`src/rtl/serial_defs.sv`:
```
// Framing constants and bit-level FSM encodings shared by the serial transmitter and receiver.
// No logic, no latency, no flow control.
package serial_defs;

    localparam logic START_BIT = 1'b0;
    localparam logic STOP_BIT  = 1'b1;
    localparam int   DATA_BITS = 8;

    typedef enum logic [2:0] {
        IDLE,
        START,
        DATA,
        STOP,
        WAIT_HIGH
    } rx_state_e;

endpackage

```
`src/rtl/serial_receiver.sv`:
```
// Recovers framed bytes (start, 8 data LSB first, stop) from a synchronized serial line.
// Latency: 2-cycle synchronizer, then byte_valid/byte_err pulse at the mid-stop-bit sample.
// No backpressure: byte_valid is a one-cycle strobe that the consumer must take.
module serial_receiver
    import serial_defs::*;
#(
    parameter int CLKS_PER_BIT = 16
) (
    input  logic                 clk,
    input  logic                 rst_n,
    input  logic                 rx_serial,
    output logic [DATA_BITS-1:0] byte_data,
    output logic                 byte_valid,
    output logic                 byte_err,
    output logic                 rx_active
);

    localparam int CW = $clog2(CLKS_PER_BIT);
    localparam int BW = $clog2(DATA_BITS);
    localparam logic [CW-1:0] HALF_CNT = CW'(CLKS_PER_BIT / 2 - 1);
    localparam logic [CW-1:0] FULL_CNT = CW'(CLKS_PER_BIT - 1);
    localparam logic [BW-1:0] LAST_BIT = BW'(DATA_BITS - 1);

    logic                 sync1_q, sync2_q, rx_prev_q;
    rx_state_e            state_q, state_d;
    logic [CW-1:0]        cnt_q, cnt_d;
    logic [BW-1:0]        bit_idx_q, bit_idx_d;
    logic [DATA_BITS-1:0] shift_q, shift_d;

    // rx_prev_q trails the synchronized line by one cycle for falling-edge detection.
    always_ff @(posedge clk or negedge rst_n) begin
        if (!rst_n) begin
            sync1_q   <= 1'b1;
            sync2_q   <= 1'b1;
            rx_prev_q <= 1'b1;
            state_q   <= IDLE;
            cnt_q     <= '0;
            bit_idx_q <= '0;
            shift_q   <= '0;
        end else begin
            sync1_q   <= rx_serial;
            sync2_q   <= sync1_q;
            rx_prev_q <= sync2_q;
            state_q   <= state_d;
            cnt_q     <= cnt_d;
            bit_idx_q <= bit_idx_d;
            shift_q   <= shift_d;
        end
    end

    always_comb begin
        state_d    = state_q;
        cnt_d      = cnt_q;
        bit_idx_d  = bit_idx_q;
        shift_d    = shift_q;
        byte_valid = 1'b0;
        byte_err   = 1'b0;
        case (state_q)
            IDLE: begin
                if (rx_prev_q && !sync2_q) begin
                    state_d = START;
                    cnt_d   = '0;
                end
            end
            START: begin
                if (cnt_q == HALF_CNT) begin
                    cnt_d     = '0;
                    bit_idx_d = '0;
                    state_d   = (sync2_q == START_BIT) ? DATA : IDLE;
                end else begin
                    cnt_d = cnt_q + 1'b1;
                end
            end
            DATA: begin
                if (cnt_q == FULL_CNT) begin
                    cnt_d     = '0;
                    shift_d   = {sync2_q, shift_q[DATA_BITS-1:1]};
                    bit_idx_d = bit_idx_q + 1'b1;
                    if (bit_idx_q == LAST_BIT) begin
                        state_d = STOP;
                    end
                end else begin
                    cnt_d = cnt_q + 1'b1;
                end
            end
            STOP: begin
                if (cnt_q == FULL_CNT) begin
                    cnt_d = '0;
                    if (sync2_q == STOP_BIT) begin
                        byte_valid = 1'b1;
                        state_d    = IDLE;
                    end else begin
                        byte_err = 1'b1;
                        state_d  = WAIT_HIGH;
                    end
                end else begin
                    cnt_d = cnt_q + 1'b1;
                end
            end
            WAIT_HIGH: begin
                if (sync2_q) begin
                    state_d = IDLE;
                end
            end
            default: state_d = IDLE;
        endcase
    end

    assign byte_data = shift_q;
    assign rx_active = (state_q != IDLE);

endmodule

```
`src/rtl/data_receiver.sv`:
```
// Assembles BYTES_PER_WORD serial bytes (first byte in [7:0]) into one word with gap and frame checking.
// Latency: out_valid rises 2 cycles after the last byte's stop-bit sample.
// Backpressure: a completed word finding out_valid set and out_ready low is dropped with an overrun pulse.
module data_receiver
    import serial_defs::*;
#(
    parameter int CLKS_PER_BIT   = 16,
    parameter int BYTES_PER_WORD = 8,
    parameter int GAP_TIMEOUT    = 1024
) (
    input  logic                        clk,
    input  logic                        rst_n,
    input  logic                        rx_serial,
    output logic [8*BYTES_PER_WORD-1:0] out_data,
    output logic                        out_valid,
    input  logic                        out_ready,
    output logic                        busy,
    output logic                        frame_error,
    output logic                        overrun
);

    localparam int WW = 8 * BYTES_PER_WORD;
    localparam int KW = $clog2(BYTES_PER_WORD);
    localparam int GW = $clog2(GAP_TIMEOUT + 1);
    localparam logic [KW-1:0] LAST_BYTE = KW'(BYTES_PER_WORD - 1);
    localparam logic [GW-1:0] GAP_LAST  = GW'(GAP_TIMEOUT - 1);

    logic [DATA_BITS-1:0] byte_data;
    logic                 byte_valid, byte_err, rx_active;

    logic [KW-1:0] k_q, k_d;
    logic [WW-1:0] asm_q, asm_d;
    logic [GW-1:0] gap_q, gap_d;
    logic          done_q, done_d;
    logic [WW-1:0] out_data_q, out_data_d;
    logic          out_valid_q, out_valid_d;
    logic          frame_error_q, frame_error_d;
    logic          overrun_q, overrun_d;
    logic          gap_timeout;

    serial_receiver #(
        .CLKS_PER_BIT (CLKS_PER_BIT)
    ) u_serial_receiver (
        .clk        (clk),
        .rst_n      (rst_n),
        .rx_serial  (rx_serial),
        .byte_data  (byte_data),
        .byte_valid (byte_valid),
        .byte_err   (byte_err),
        .rx_active  (rx_active)
    );

    always_ff @(posedge clk or negedge rst_n) begin
        if (!rst_n) begin
            k_q           <= '0;
            asm_q         <= '0;
            gap_q         <= '0;
            done_q        <= 1'b0;
            out_data_q    <= '0;
            out_valid_q   <= 1'b0;
            frame_error_q <= 1'b0;
            overrun_q     <= 1'b0;
        end else begin
            k_q           <= k_d;
            asm_q         <= asm_d;
            gap_q         <= gap_d;
            done_q        <= done_d;
            out_data_q    <= out_data_d;
            out_valid_q   <= out_valid_d;
            frame_error_q <= frame_error_d;
            overrun_q     <= overrun_d;
        end
    end

    // Gap timer only runs between bytes of a partial word; any start detection leaves IDLE and clears it.
    assign gap_timeout = (k_q != '0) && !rx_active && (gap_q == GAP_LAST);

    always_comb begin
        k_d           = k_q;
        asm_d         = asm_q;
        gap_d         = gap_q;
        done_d        = 1'b0;
        out_data_d    = out_data_q;
        out_valid_d   = out_valid_q;
        frame_error_d = 1'b0;
        overrun_d     = 1'b0;

        if (rx_active || (k_q == '0) || gap_timeout) begin
            gap_d = '0;
        end else begin
            gap_d = gap_q + 1'b1;
        end

        if (byte_err || gap_timeout) begin
            k_d           = '0;
            asm_d         = '0;
            frame_error_d = 1'b1;
        end else if (byte_valid) begin
            asm_d[int'(k_q)*8 +: 8] = byte_data;
            if (k_q == LAST_BYTE) begin
                k_d    = '0;
                done_d = 1'b1;
            end else begin
                k_d = k_q + 1'b1;
            end
        end

        // Acceptance is applied first so a same-cycle load leaves out_valid set with the new word.
        if (out_valid_q && out_ready) begin
            out_valid_d = 1'b0;
        end
        if (done_q) begin
            if (!out_valid_q || out_ready) begin
                out_data_d  = asm_q;
                out_valid_d = 1'b1;
            end else begin
                overrun_d = 1'b1;
            end
        end
    end

    assign out_data    = out_data_q;
    assign out_valid   = out_valid_q;
    assign frame_error = frame_error_q;
    assign overrun     = overrun_q;
    assign busy        = (k_q != '0) || rx_active;

endmodule

```
`config.mk`:
```
export PLATFORM = sky130hd
export DESIGN_NAME = data_receiver
export DESIGN_NICKNAME = d
export VERILOG_FILES = /design/src/rtl/serial_defs.sv /design/src/rtl/serial_receiver.sv /design/src/rtl/data_receiver.sv
export SDC_FILE = /design/constraint.sdc
export NUM_CORES = 1
export LEC_CHECK = 0
export ABC_AREA = 1
export CORE_UTILIZATION = 39
export DETAILED_ROUTE_END_ITERATION = 8
export PLACE_DENSITY = 0.64
export SYNTH_ARGS = -nofsm -noshare
export SYNTH_HDL_FRONTEND = slang
export SYNTH_HIERARCHICAL = 1
export SYNTH_SLANG_ARGS = --single-unit
```
`constraint.sdc`:
```
create_clock -name clk -period 2.3 [get_ports clk]
set_input_delay 0.46 -clock clk [delete_from_list [all_inputs] [get_ports clk]]
set_output_delay 0.46 -clock clk [all_outputs]
set_load 0.02 [all_outputs]
```
# Yosys cells after proc, flatten, opt, wreduce, memory -nomap -nowiden
# Cells that the tools add are included.
# totals
ramBits	0
mem_count	0
latchBits	0
mem_bits_ro	0
regBits	167
word_cells	100
# op_classes
n_bitwise	0
div_mod_pow	0
n_eq_ne	15
n_reduce_logical	25
shift	2
addsub	5
n_lt_le_gt_ge	0
multipliers	0
muxes	38
# op_table
cell	count
64-bit 2-to-1 mux	2
64-bit bitwise mux	1
8-bit by 33-bit variable shift with 64-bit output (first input constant)	1
8-bit by 33-bit indexed part select with 64-bit output	1
3-bit 2-to-1 mux	12
6-bit negator with 33-bit output	1
1-bit 2-to-1 mux	15
3-bit one-hot mux with 5 select lines	1
4-bit 2-to-1 mux	3
2-bit by 1-bit != test with 1-bit output (second input constant)	6
4-bit one-hot mux with 3 select lines	1
11-bit by 1-bit adder with 11-bit output (second input constant)	1
11-bit by 10-bit == test with 1-bit output (second input constant)	1
11-bit 2-to-1 mux	1
3-bit == test (second input constant)	3
3-bit nonzero test	3
3-bit by 1-bit adder with 3-bit output (second input constant)	2
3-bit by 2-bit == test with 1-bit output (second input constant)	2
3-bit logical NOT	2
3-bit one-hot mux with 2 select lines	1
2-bit AND reduction	3
6-bit AND reduction	1
1-bit logical OR	5
4-bit by 1-bit adder with 4-bit output (second input constant)	1
9 further kinds	15

# Longest topological paths before layout
# logic_depth
ltp_word	6
depth_mapped	13
depth_no_buf	11

# Hierarchy
# The synthesis kept the hierarchy.
# by_module_without_submodules
module	seq_area_each_um2	cells_per_inst	n_inst	area_each_um2
data_receiver	3653.5	628	1	6416.2
serial_receiver	529.3	118	1	996.0

# Least setup slack after synthesis
# OpenSTA, ideal clock, no wires.
# synth_timing
path_kind	reg-to-reg
from	reg k_q[0]
to	reg asm_q[40]
t_arrival_ps	1947
synth_period_minus_slack_ps	2067
stages_incl_launch_ff	11
slack_ps	233
path_buffers	3
cell_sequence	dfrtp_1 > buf_4 > inv_2 > ha_1 > ha_1 > buf_2 > inv_4 > buf_2 > nand4_1 > nand4_1 > nand2_1
# synth_between
elab_chain_len	5
# synth_lines
item	line	rtl
from (decl)	data_receiver.sv:31	logic [KW-1:0] k_q, k_d;
from (signal assigned)	data_receiver.sv:64	k_q <= k_d;
6-bit negator with 33-bit output / 3-bit nonzero test (equally long branches)	data_receiver.sv:99, data_receiver.sv:76	
8-bit by 33-bit indexed part select with 64-bit output, or another cell as far along	data_receiver.sv:99	asm_d[int'(k_q)*8 +: 8] = byte_data;
64-bit bitwise mux / 1-bit logical AND (equally long branches)	data_receiver.sv:99, data_receiver.sv:76	
64-bit 2-to-1 mux / 1-bit logical OR (equally long branches)	data_receiver.sv:98, data_receiver.sv:94	
64-bit 2-to-1 mux / 2-bit nonzero test (equally long branches)	-	
to (signal assigned)	data_receiver.sv:65	asm_q <= asm_d;
to (decl)	data_receiver.sv:32	logic [WW-1:0] asm_q, asm_d;
# Parallel ways exist; a longest one is shown, timed or not. The select of a mux whose other input is x is not followed.
# A chain may end at the register's enable or synchronous reset.

# Worst setup path after layout
# layout_timing
from	reg k_q[1]
to	out busy
# layout_between
elab_chain_len	2
# layout_lines
item	line	rtl
3-bit nonzero test	data_receiver.sv:126	assign busy = (k_q != '0) || rx_active;
1-bit logical OR	data_receiver.sv:126	
to (decl)	data_receiver.sv:17	output logic busy,
# Every way passes these cells.

==> qor.txt <==
Grt total ovfl: 0
Initial antenna violation count: 0
Area growth from synthesis to layout: 21.3%
Clock Path Buffers: 2
Status: complete, no violations
Clock transition at path regs: 70 ps
Chip Height: 140 um
Sequential share of the synthesized area: 56.4%
Predominant post-synthesis flop cell: dfrtp_1
Combinational fraction of design power: 8.2%
Die X: 140 um
Global Route Usage Sum: 16.6%
Iter 0 DRT Violations: 420
Post-synth EDFFs: 0
Final setup vio count: 0
Syn_nets: 759
Post-DRT Antenna Nets: 0
TritonCTS clock tree: done
Placed Instance Area: 8420 um^2
Max Transition Viols Final: 0
Starting Density: 39.8%
Placer Congestion: 0.822
WL/cell: 14.1 um
Max IR drop VDD: 0.545 mV
Post-CTS setup buffers: 0
Min cycle time layout: 2180 ps
Root buffer cell: clkbuf_16
Slew Limit Headroom: 71.3%
Total power: 0.00626 W
Vias per inst: 5.01
Vias in the first global route: 5110
Final Hold Vio Count: 0
HP Start: u_serial_receiver/sync1_q$_DFF_PN1_
Post-Synthesis Cells: 746
Hold path depth: 0
Clk network pwr share: 42.9%
CP Max Fanout: 3
IO Count: 72
Most numerous cell in the Yosys netlist: nand2_1
Worst Path Required: 1840 ps
Total number of vias: 5363
Unrepaired setup endpoints after global routing: false
Worst-margin pin slew: 431 ps
Sw Pwr: 0.00160 W
CTS sink cnt: 167
Total CTS buffers: 17
Post-synthesis async set-or-reset flop share: 100%
FF-to-FF Start: k_q[1]$_DFFE_PN0P_
Path depth of the worst reg2reg path: 7
Max Clock Freq: 459 MHz
Avg Cell Area, Syn: 9.94 um^2
WHS Endpoint: u_serial_receiver/sync2_q$_DFF_PN1_
DPL Wire Length: 10200 um
Synth cell types: 35
Share of the synthesized area in the top cell type: 55.4%
FF-to-FF End: asm_q[12]$_DFFE_PN0P_
Largest net degree at the start of global routing: 66
Clk_skew: 10.6 ps
Setup slack after layout: 120 ps
Internal reg-to-reg setup slack: 210 ps
Routed Wire Length: 15100 um
Max cap viols: 0
Port Buffers: 71
Yosys warnings: 6
Critical path startpoint category: flip-flop
Flops & latches, synth: 167
Placement Setup Slack: 192 ps
Net Sw Frac: 25.6%
Critical path class: reg2out
Final Cycle Share: 94.8%
Final Cell Area: 8990 um^2
CP arrival: 1720 ps
ANT cells: 0
Pint: 0.00466 W
Net count, final: 836
Yosys top cell by area: dfrtp_1
Power Density: 696 nW/um^2
Worst setup path startpoint: k_q[1]$_DFFE_PN0P_
H-tree Lvls: 4
Sequential power share: 48.9%
Hold crit path type: reg2reg
Share of cells above drive strength 1: 17.6%
Final TNS setup: 0 ps
Mapped cell area: 7410 um^2
Core area: 18600 um^2
First-pass detailed-route iteration total: 5
Clk Latency, worst-skew pair: 420 ps
Most frequent cells after synthesis: nand2_1, dfrtp_1, nand4_1
Total die area: 19600 um^2
Crit. End Element: primary output
First-pass GRT wire length: 25800 um
Lkg Pwr: 4.41 nW
Row Count: 50
Top cells by area, synth: dfrtp_1, nand2_1, mux2_2, nand4_1, nor2_1
DRC: 0
-- kinds of logic (layout without fill, tap and decap cells) --
family / count (synthesis) / count (layout) / synth area share (%)
muxes: 56 / 56 / 8.51
adders and majority gates: 9 / 9 / 1.52
DFF: 167 / 167 / 56.4
and+or+nand+nor: 358 / 358 / 23.1
xor gates and xnor gates: 7 / 7 / 0.827
AOI/OAI and AO/OA: 63 / 63 / 4.52
buffers and inverters: 86 / 176 / 5.13
-- layout make-up --
class / count / area [um^2]
Sequential cell: 167 / 4180
Inverter: 54 / 208
Clock buffer: 20 / 437
Timing Repair Buffer: 90 / 895
Fill cell: 1745 / 9650
Clock inverter: 12 / 119
Tap cell: 234 / 293
Multi-Input combinational cell: 493 / 2860
-- repair_timing --
action                                 in CTS  in global routing
hold buffers                                1                  0
pin swaps                                   0                  0
gates resized for setup                     1                  2
setup endpoints to repair                   1                  9
endpoints found under the hold margin      39                  0
-- per-layer routing --
metal  share of wire (%)  GRT usage [%]
met1                  49           23.2
met2                  46           25.7
met3                 4.1           3.17
met4                0.88           5.78
met5                   0              0
-- metrics by stage --
step	std cells	util [%]	hold WS, ps
floorplan	746	-	164
global placement	1037	45.2	346
detailed placement	1037	45.2	349
CTS	1070	48.2	359
global route	1070	48.2	364
finish	1070	48.2	357
-- placed cells by master, fill, tap and decap left out, drive strengths merged, types with 4 or more instances in the layout --
master,n
nand3,39
inv,57
nand2,179
clkinv,6
mux2,56
o21ai,27
ha,9
clkbuf,20
nor2,69
nor3,5
nand4,65
xor2,4
buf,19
a21oi,34
clkdlybuf4s50,69
dfrtp,164
-- power groups by stage --
stage                     Combinational [W]  Sequential, W  Clock, W
final                              0.000513        0.00306   0.00269
after global routing               0.000590        0.00307   0.00287
after CTS                          0.000512        0.00306   0.00276
after detailed placement           0.000515        0.00312         0
after global placement             0.000510        0.00311         0
after floorplan                    0.000344        0.00310         0
-- flip-flops by register name, summed over array words and instances, names as in the netlist --
signal and flops:
frame_error 1, u_serial_receiver/rx_prev_q 1, u_serial_receiver/sync2_q 1, u_serial_receiver/state_q 3, overrun 1, out_data 64
u_serial_receiver/byte_data 8, out_valid 1, done_q 1, gap_q 11, k_q 3, asm_q 64
u_serial_receiver/sync1_q 1, u_serial_receiver/bit_idx_q 3, u_serial_receiver/cnt_q 4
-- critical path, stage by stage (launching register included) --
cell and delay (ps):
dfrtp_1 370, inv_1 70, ha_1 210, ha_1 250
nand2_1 90, clkdlybuf4s15_1 310
-- how the worst max path moves through the flow --
stage	slack (ps)	depth (start not counted)	end
floorplan	230	10	asm_q[40]$_DFFE_PN0P_
global placement	270	8	asm_q[10]$_DFFE_PN0P_
detailed placement	190	8	asm_q[55]$_DFFE_PN0P_
CTS	80	5	busy
global route	20	5	busy
finish	120	5	busy
Power figures use the tool's default switching activity.
